### config.mk
export PLATFORM = sky130hd
export DESIGN_NAME = floating_point_alu
export DESIGN_NICKNAME = d
export VERILOG_FILES = /design/src/rtl/fp32_pkg.sv /design/src/rtl/fp_normalize.sv /design/src/rtl/floating_point_alu.sv
export SDC_FILE = /design/constraint.sdc
export NUM_CORES = 2
export LEC_CHECK = 0
export BUFFER_PORTS_ARGS = -buffer_cell sky130_fd_sc_hd__buf_2
export CAP_MARGIN = 10
export CORE_ASPECT_RATIO = 0.6
export CORE_MARGIN = 4
export CORE_UTILIZATION = 30
export CTS_CLUSTER_SIZE = 40
export DETAILED_ROUTE_END_ITERATION = 8
export HOLD_SLACK_MARGIN = 0.03
export PLACE_DENSITY_LB_ADDON = 0.05
export SLEW_MARGIN = 20
export SYNTH_ARGS = -nofsm -noshare
export SYNTH_HDL_FRONTEND = slang
export SYNTH_SLANG_ARGS = --single-unit
### constraint.sdc
create_clock -name clk -period 16.4 [get_ports clk]
set_input_delay 4.92 -clock clk [delete_from_list [all_inputs] [get_ports clk]]
set_output_delay 4.92 -clock clk [all_outputs]
set_load 0.02 [all_outputs]
### src/rtl/fp32_pkg.sv
// Shared binary32 definitions for the FP arithmetic stage: field layout,
// opcode encoding and the final saturate/pack helper.
package fp32_pkg;

  localparam int FP_BIAS    = 127;
  localparam int FP_EXP_MAX = 255;
  localparam int FP_FRAC_W  = 23;
  localparam int FP_EXP_W   = 8;

  localparam logic OP_ADD = 1'b0;
  localparam logic OP_MUL = 1'b1;

  typedef struct packed {
    logic                 sign;
    logic [FP_EXP_W-1:0]  exp;
    logic [FP_FRAC_W-1:0] frac;
  } fp32_t;

  // Returns {overflow, word}: saturate to inf above 254, flush to +0 at or below 0.
  function automatic logic [32:0] fp_pack(input logic sign,
                                          input logic signed [9:0] exp,
                                          input logic [22:0] frac);
    logic [32:0] word;
    if (int'(exp) >= FP_EXP_MAX) begin
      word = {1'b1, sign, 8'hFF, 23'd0};
    end else if (int'(exp) <= 32'sd0) begin
      word = 33'd0;
    end else begin
      word = {1'b0, sign, exp[7:0], frac};
    end
    return word;
  endfunction

endpackage

### src/rtl/fp_normalize.sv
// Renormalizes a 25-bit add/sub magnitude: one-bit right shift on carry-out,
// otherwise leading-zero count and left shift with exponent decrement.
module fp_normalize
  import fp32_pkg::*;
(
  input  logic [24:0]       mag,
  input  logic signed [9:0] exp_in,
  output logic [22:0]       frac,
  output logic signed [9:0] exp_out,
  output logic              is_zero
);

  logic [9:0] lz;

  // Leading-zero count below the carry bit; the highest set bit wins.
  always_comb begin
    lz = 10'd0;
    for (int i = 0; i < 24; i++) begin
      if (mag[i]) begin
        lz = 10'(23 - i);
      end else begin
        lz = lz;
      end
    end
  end

  // The leading one is shifted out of the 23-bit window, leaving the fraction.
  always_comb begin
    if (mag[24]) begin
      frac    = mag[23:1];
      exp_out = exp_in + 10'sd1;
    end else begin
      frac    = mag[22:0] << lz;
      exp_out = exp_in - $signed(lz);
    end
  end

  assign is_zero = (mag == 25'd0);

endmodule

### src/rtl/floating_point_alu.sv
// Single-cycle binary32 add/multiply stage with truncating rounding,
// flush-to-zero underflow and a registered overflow flag.
module floating_point_alu
  import fp32_pkg::*;
(
  input  logic        clk,
  input  logic        rst,
  input  logic [31:0] a,
  input  logic [31:0] b,
  input  logic        sel,
  output logic [31:0] result,
  output logic        overflow
);

  fp32_t fa, fb;
  logic  a_zero, b_zero, a_inf, b_inf, a_ge_b;
  logic [23:0] sig_a, sig_b;

  assign fa     = a;
  assign fb     = b;
  assign a_zero = (fa.exp == 8'd0);
  assign b_zero = (fb.exp == 8'd0);
  assign a_inf  = (fa.exp == 8'hFF);
  assign b_inf  = (fb.exp == 8'hFF);
  assign sig_a  = {1'b1, fa.frac};
  assign sig_b  = {1'b1, fb.frac};
  assign a_ge_b = (a[30:0] >= b[30:0]);

  logic                big_sign;
  logic [7:0]          big_exp, exp_diff;
  logic [23:0]         big_sig, small_sig, aligned;
  logic [24:0]         add_mag;
  logic signed [9:0]   add_exp, norm_exp;
  logic [22:0]         norm_frac;
  logic                norm_zero;

  // Order operands by magnitude so subtraction never goes negative.
  always_comb begin
    if (a_ge_b) begin
      big_sign  = fa.sign;
      big_exp   = fa.exp;
      big_sig   = sig_a;
      small_sig = sig_b;
      exp_diff  = fa.exp - fb.exp;
    end else begin
      big_sign  = fb.sign;
      big_exp   = fb.exp;
      big_sig   = sig_b;
      small_sig = sig_a;
      exp_diff  = fb.exp - fa.exp;
    end
  end

  assign aligned = small_sig >> exp_diff;
  assign add_mag = (fa.sign == fb.sign) ? ({1'b0, big_sig} + {1'b0, aligned})
                                        : ({1'b0, big_sig} - {1'b0, aligned});
  assign add_exp = $signed({2'b00, big_exp});

  fp_normalize u_normalize (
    .mag     (add_mag),
    .exp_in  (add_exp),
    .frac    (norm_frac),
    .exp_out (norm_exp),
    .is_zero (norm_zero)
  );

  logic [24:0]       mul_top;
  logic signed [9:0] mul_exp;
  logic [22:0]       mul_frac;

  // Keep product bits [47:23]; bit 47 selects the one-bit renormalization.
  assign mul_top  = 25'((48'(sig_a) * 48'(sig_b)) >> 23);
  assign mul_exp  = $signed({2'b00, fa.exp}) + $signed({2'b00, fb.exp})
                  - $signed(10'(FP_BIAS)) + (mul_top[24] ? 10'sd1 : 10'sd0);
  assign mul_frac = mul_top[24] ? mul_top[23:1] : mul_top[22:0];

  logic [32:0] next_word;

  // Operation select, special operands and saturation.
  always_comb begin
    next_word = 33'd0;
    if (a_inf || b_inf) begin
      next_word = {1'b1, (sel == OP_MUL) ? (fa.sign ^ fb.sign) : big_sign, 8'hFF, 23'd0};
    end else if (sel == OP_MUL) begin
      if (a_zero || b_zero) begin
        next_word = 33'd0;
      end else begin
        next_word = fp_pack(fa.sign ^ fb.sign, mul_exp, mul_frac);
      end
    end else begin
      if (a_zero) begin
        next_word = b_zero ? 33'd0 : {1'b0, b};
      end else if (b_zero) begin
        next_word = {1'b0, a};
      end else if (norm_zero) begin
        next_word = 33'd0;
      end else begin
        next_word = fp_pack(big_sign, norm_exp, norm_frac);
      end
    end
  end

  // Output register with synchronous reset priority.
  always_ff @(posedge clk) begin
    if (rst) begin
      result   <= 32'h0000_0000;
      overflow <= 1'b0;
    end else begin
      result   <= next_word[31:0];
      overflow <= next_word[32];
    end
  end

endmodule

==> flow_summary_export.csv <==
group,metric,value,unit
worst_setup_path,crit_path_max_incr_delay,0.50,ns
synthesis,synth-edff-count,0,
clock_tree,cts.path.max_buffers,2,
worst_setup_path,end_kind,"register",
worst_setup_path,path_buf_inv,11,
clock_tree,root_buffer,"clkbuf_16",
floorplan,die_area,100000,sq um
global_route,grt_max_degree,67,
clock_tree,htree_levels,2,
clock_tree,clock-sinks,33,
worst_setup_path,arrival,16.09,ns
synthesis,syn-cell-area,28600,sq um
finish,areaGrowthSynthToFinish,17.2,%
routing,routed_wirelength,131,mm
place,io_buffers,99,
sta,hold_viol_final,0,
synthesis,ys_seq_area_share,2.31,%
job,drv_cap,0,
worst_setup_path,cp.depth,52,
worst_setup_path,cpMostUsedCell,"buf_4",
synthesis,synth_cells,3543,
sta,worst_pin_slew,1.03,ns
synthesis,synth_seq_cells,33,
global_route,grt_pass1_vias,27328,
synthesis,yosysUniqueCellTypes,101,
worst_setup_path,startpoint_type,"input port",
worst_setup_path,critPathMaxFanout,12,
sta,setup_viol,0,
worst_setup_path,cp_top_family,"compound AO/OA/AOI/OAI gates",
finish,nets,4701,
min_path,hold_class,"in -> reg",
worst_setup_path,cp_slowest_cell,"a211oi_2",
floorplan,fp.dieW,407,microns
sta,final_max_slew_viol_count,0,
synthesis,synth.area.top_cells,"fa_1 34%, ha_1 12%, inv_1 8.2%",
place,routabilityCongestion,0.926,
synthesis,synthesis.nets,4372,
routing,via_per_inst,5.24,
routing,ant_nets,0,
floorplan,ioPinCount,100,
finish,layout-drive-gt1-share,16.8,%
min_path,hold_depth,2,
worst_setup_path,critPathKind,"in -> reg",
synthesis,async_reset_ff_share,0,%
finish,fin_util,35.5,%
place,dp_hpwl,111,mm
place,dp_slack,-0.0658,ns
sta,fmax,63.0,MHz
finish,stdcell_count,5129,
sta,timing.final.crit_share,96.8,%
floorplan,std_cell_rows,87,
sta,fin_crit,15.87,ns
synthesis,yosysTopAreaCellShare,34.0,%
sta,fin_ws,0.528,ns
floorplan,core,94300,sq um
routing,drc,0,
status,status,"completed",
place,dp_cells,5109,
synthesis,synth_area_per_cell,8.07,sq um
routing,drtIter0Drc,2494,
synthesis,synth.largest_area_cell,"fa_1",
synthesis,synthFlopType,"dfxtp_1",
synthesis,yosys_warnings,0,
routing,vias,26863,
global_route,antenna_found_initial,13,
global_route,gr-usage-all-layers,26.2,%
worst_setup_path,cp_data_required_time,16.62,ns
clock_tree,clk_pin_slew,0.07,ns
floorplan,start_util,30.3,%
clock_tree,cts_buffers,5,
routing,firstDrtPassIters,6,
sta,relSlewSlack,30.7,%
routing,wl_per_cell,25.5,microns
sta,holdWs,4.98,ns
floorplan,die_h,247,microns
clock_tree,cts_tree,"done",
global_route,grt_pass1_wl,194,mm
global_route,overflow,0,
sta,rsz0062_at_grt,"false",
==> routing by layer <==
metal / vias to the layer above / track usage (%) / part of all wire, %
li1: 12115 / - / -
met1: 13744 / 43.1 / 53
met2: 928 / 36.2 / 39
met3: 74 / 3.55 / 6.4
met4: 2 / 3.15 / 1.2
met5: - / 0 / 0.0099
==> cells by family after synthesis <==
kind of cell	count (synthesis)	share of synthesized area [%]
AOI/OAI and AO/OA	600	14.0
xor gates and xnor gates	78	2.42
adders and majority gates	762	46.1
buffers and inverters	850	11.5
DFF	33	2.31
muxes	133	5.44
and+or+nand+nor	1087	18.2
==> through the flow <==
stage                     setup TNS [ns]  area [sq um]
after floorplan                        0         28600
after global placement           -0.0519         33200
after detailed placement         -0.0658         33200
after CTS                              0         33400
after global routing                   0         33500
final                                  0         33500
==> final cells by class <==
cell class | count | area [sq um]
fillers | 10012 | 60800
flip-flops and latches | 33 | 661
multi-input cells | 2660 | 24700
diodes | 10 | 25.0
clock buffers | 5 | 125
repair buffers | 538 | 3960
inverters | 634 | 2380
clock inverters | 3 | 46.3
well taps | 1246 | 1560
==> state kept, by name (all words and copies together), names as in the netlist <==
name,cells
overflow,1
result,32
==> path summary, 6_finish.rpt <==
path	to	slack [ns]	start
worst max-delay path	result[20]$_SDFF_PP0_	0.53	b[7]
worst min-delay path	result[25]$_SDFF_PP0_	4.98	rst
==> cells in the mapped netlist, types with 24 or more instances <==
cell type and count:
nor2_1 172, a21oi_1 138, o21ai_0 137, a21o_1 25
nand2_1 474, clkbuf_1 163, and2_1 201, dfxtp_1 33
nand3_1 44, xor2_1 29, nor3_1 44, a22oi_1 24
a31oi_1 28, a211oi_1 27, inv_1 627, ha_1 276
fa_1 486, xnor2_1 48, buf_2 31, mux2i_1 92
==> layout by cell type (no fill, tap or decap), types with 29 or more instances in the layout <==
cell and instances:
a21oi_1 137, dfxtp_1 33, nor2_1 170, mux2i_1 91, and2_1 201, ha_1 275, o21ai_0 135, inv_1 627
buf_4 426, nand2_1 473, fa_1 486, buf_2 96, xor2_1 29, nand3_1 44, xnor2_1 45, nor3_1 42
==> repair_timing <==
action / CTS / global route
setup endpoints to repair: 0 / 32
hold endpoints to repair: 0 / 0
buffers inserted: 0 / 2
hold buffers: 0 / 0
gates resized for setup: 0 / 19
Power is not shown: default switching activity piles up to over one toggle a cycle in this logic, so the estimate is an artifact.
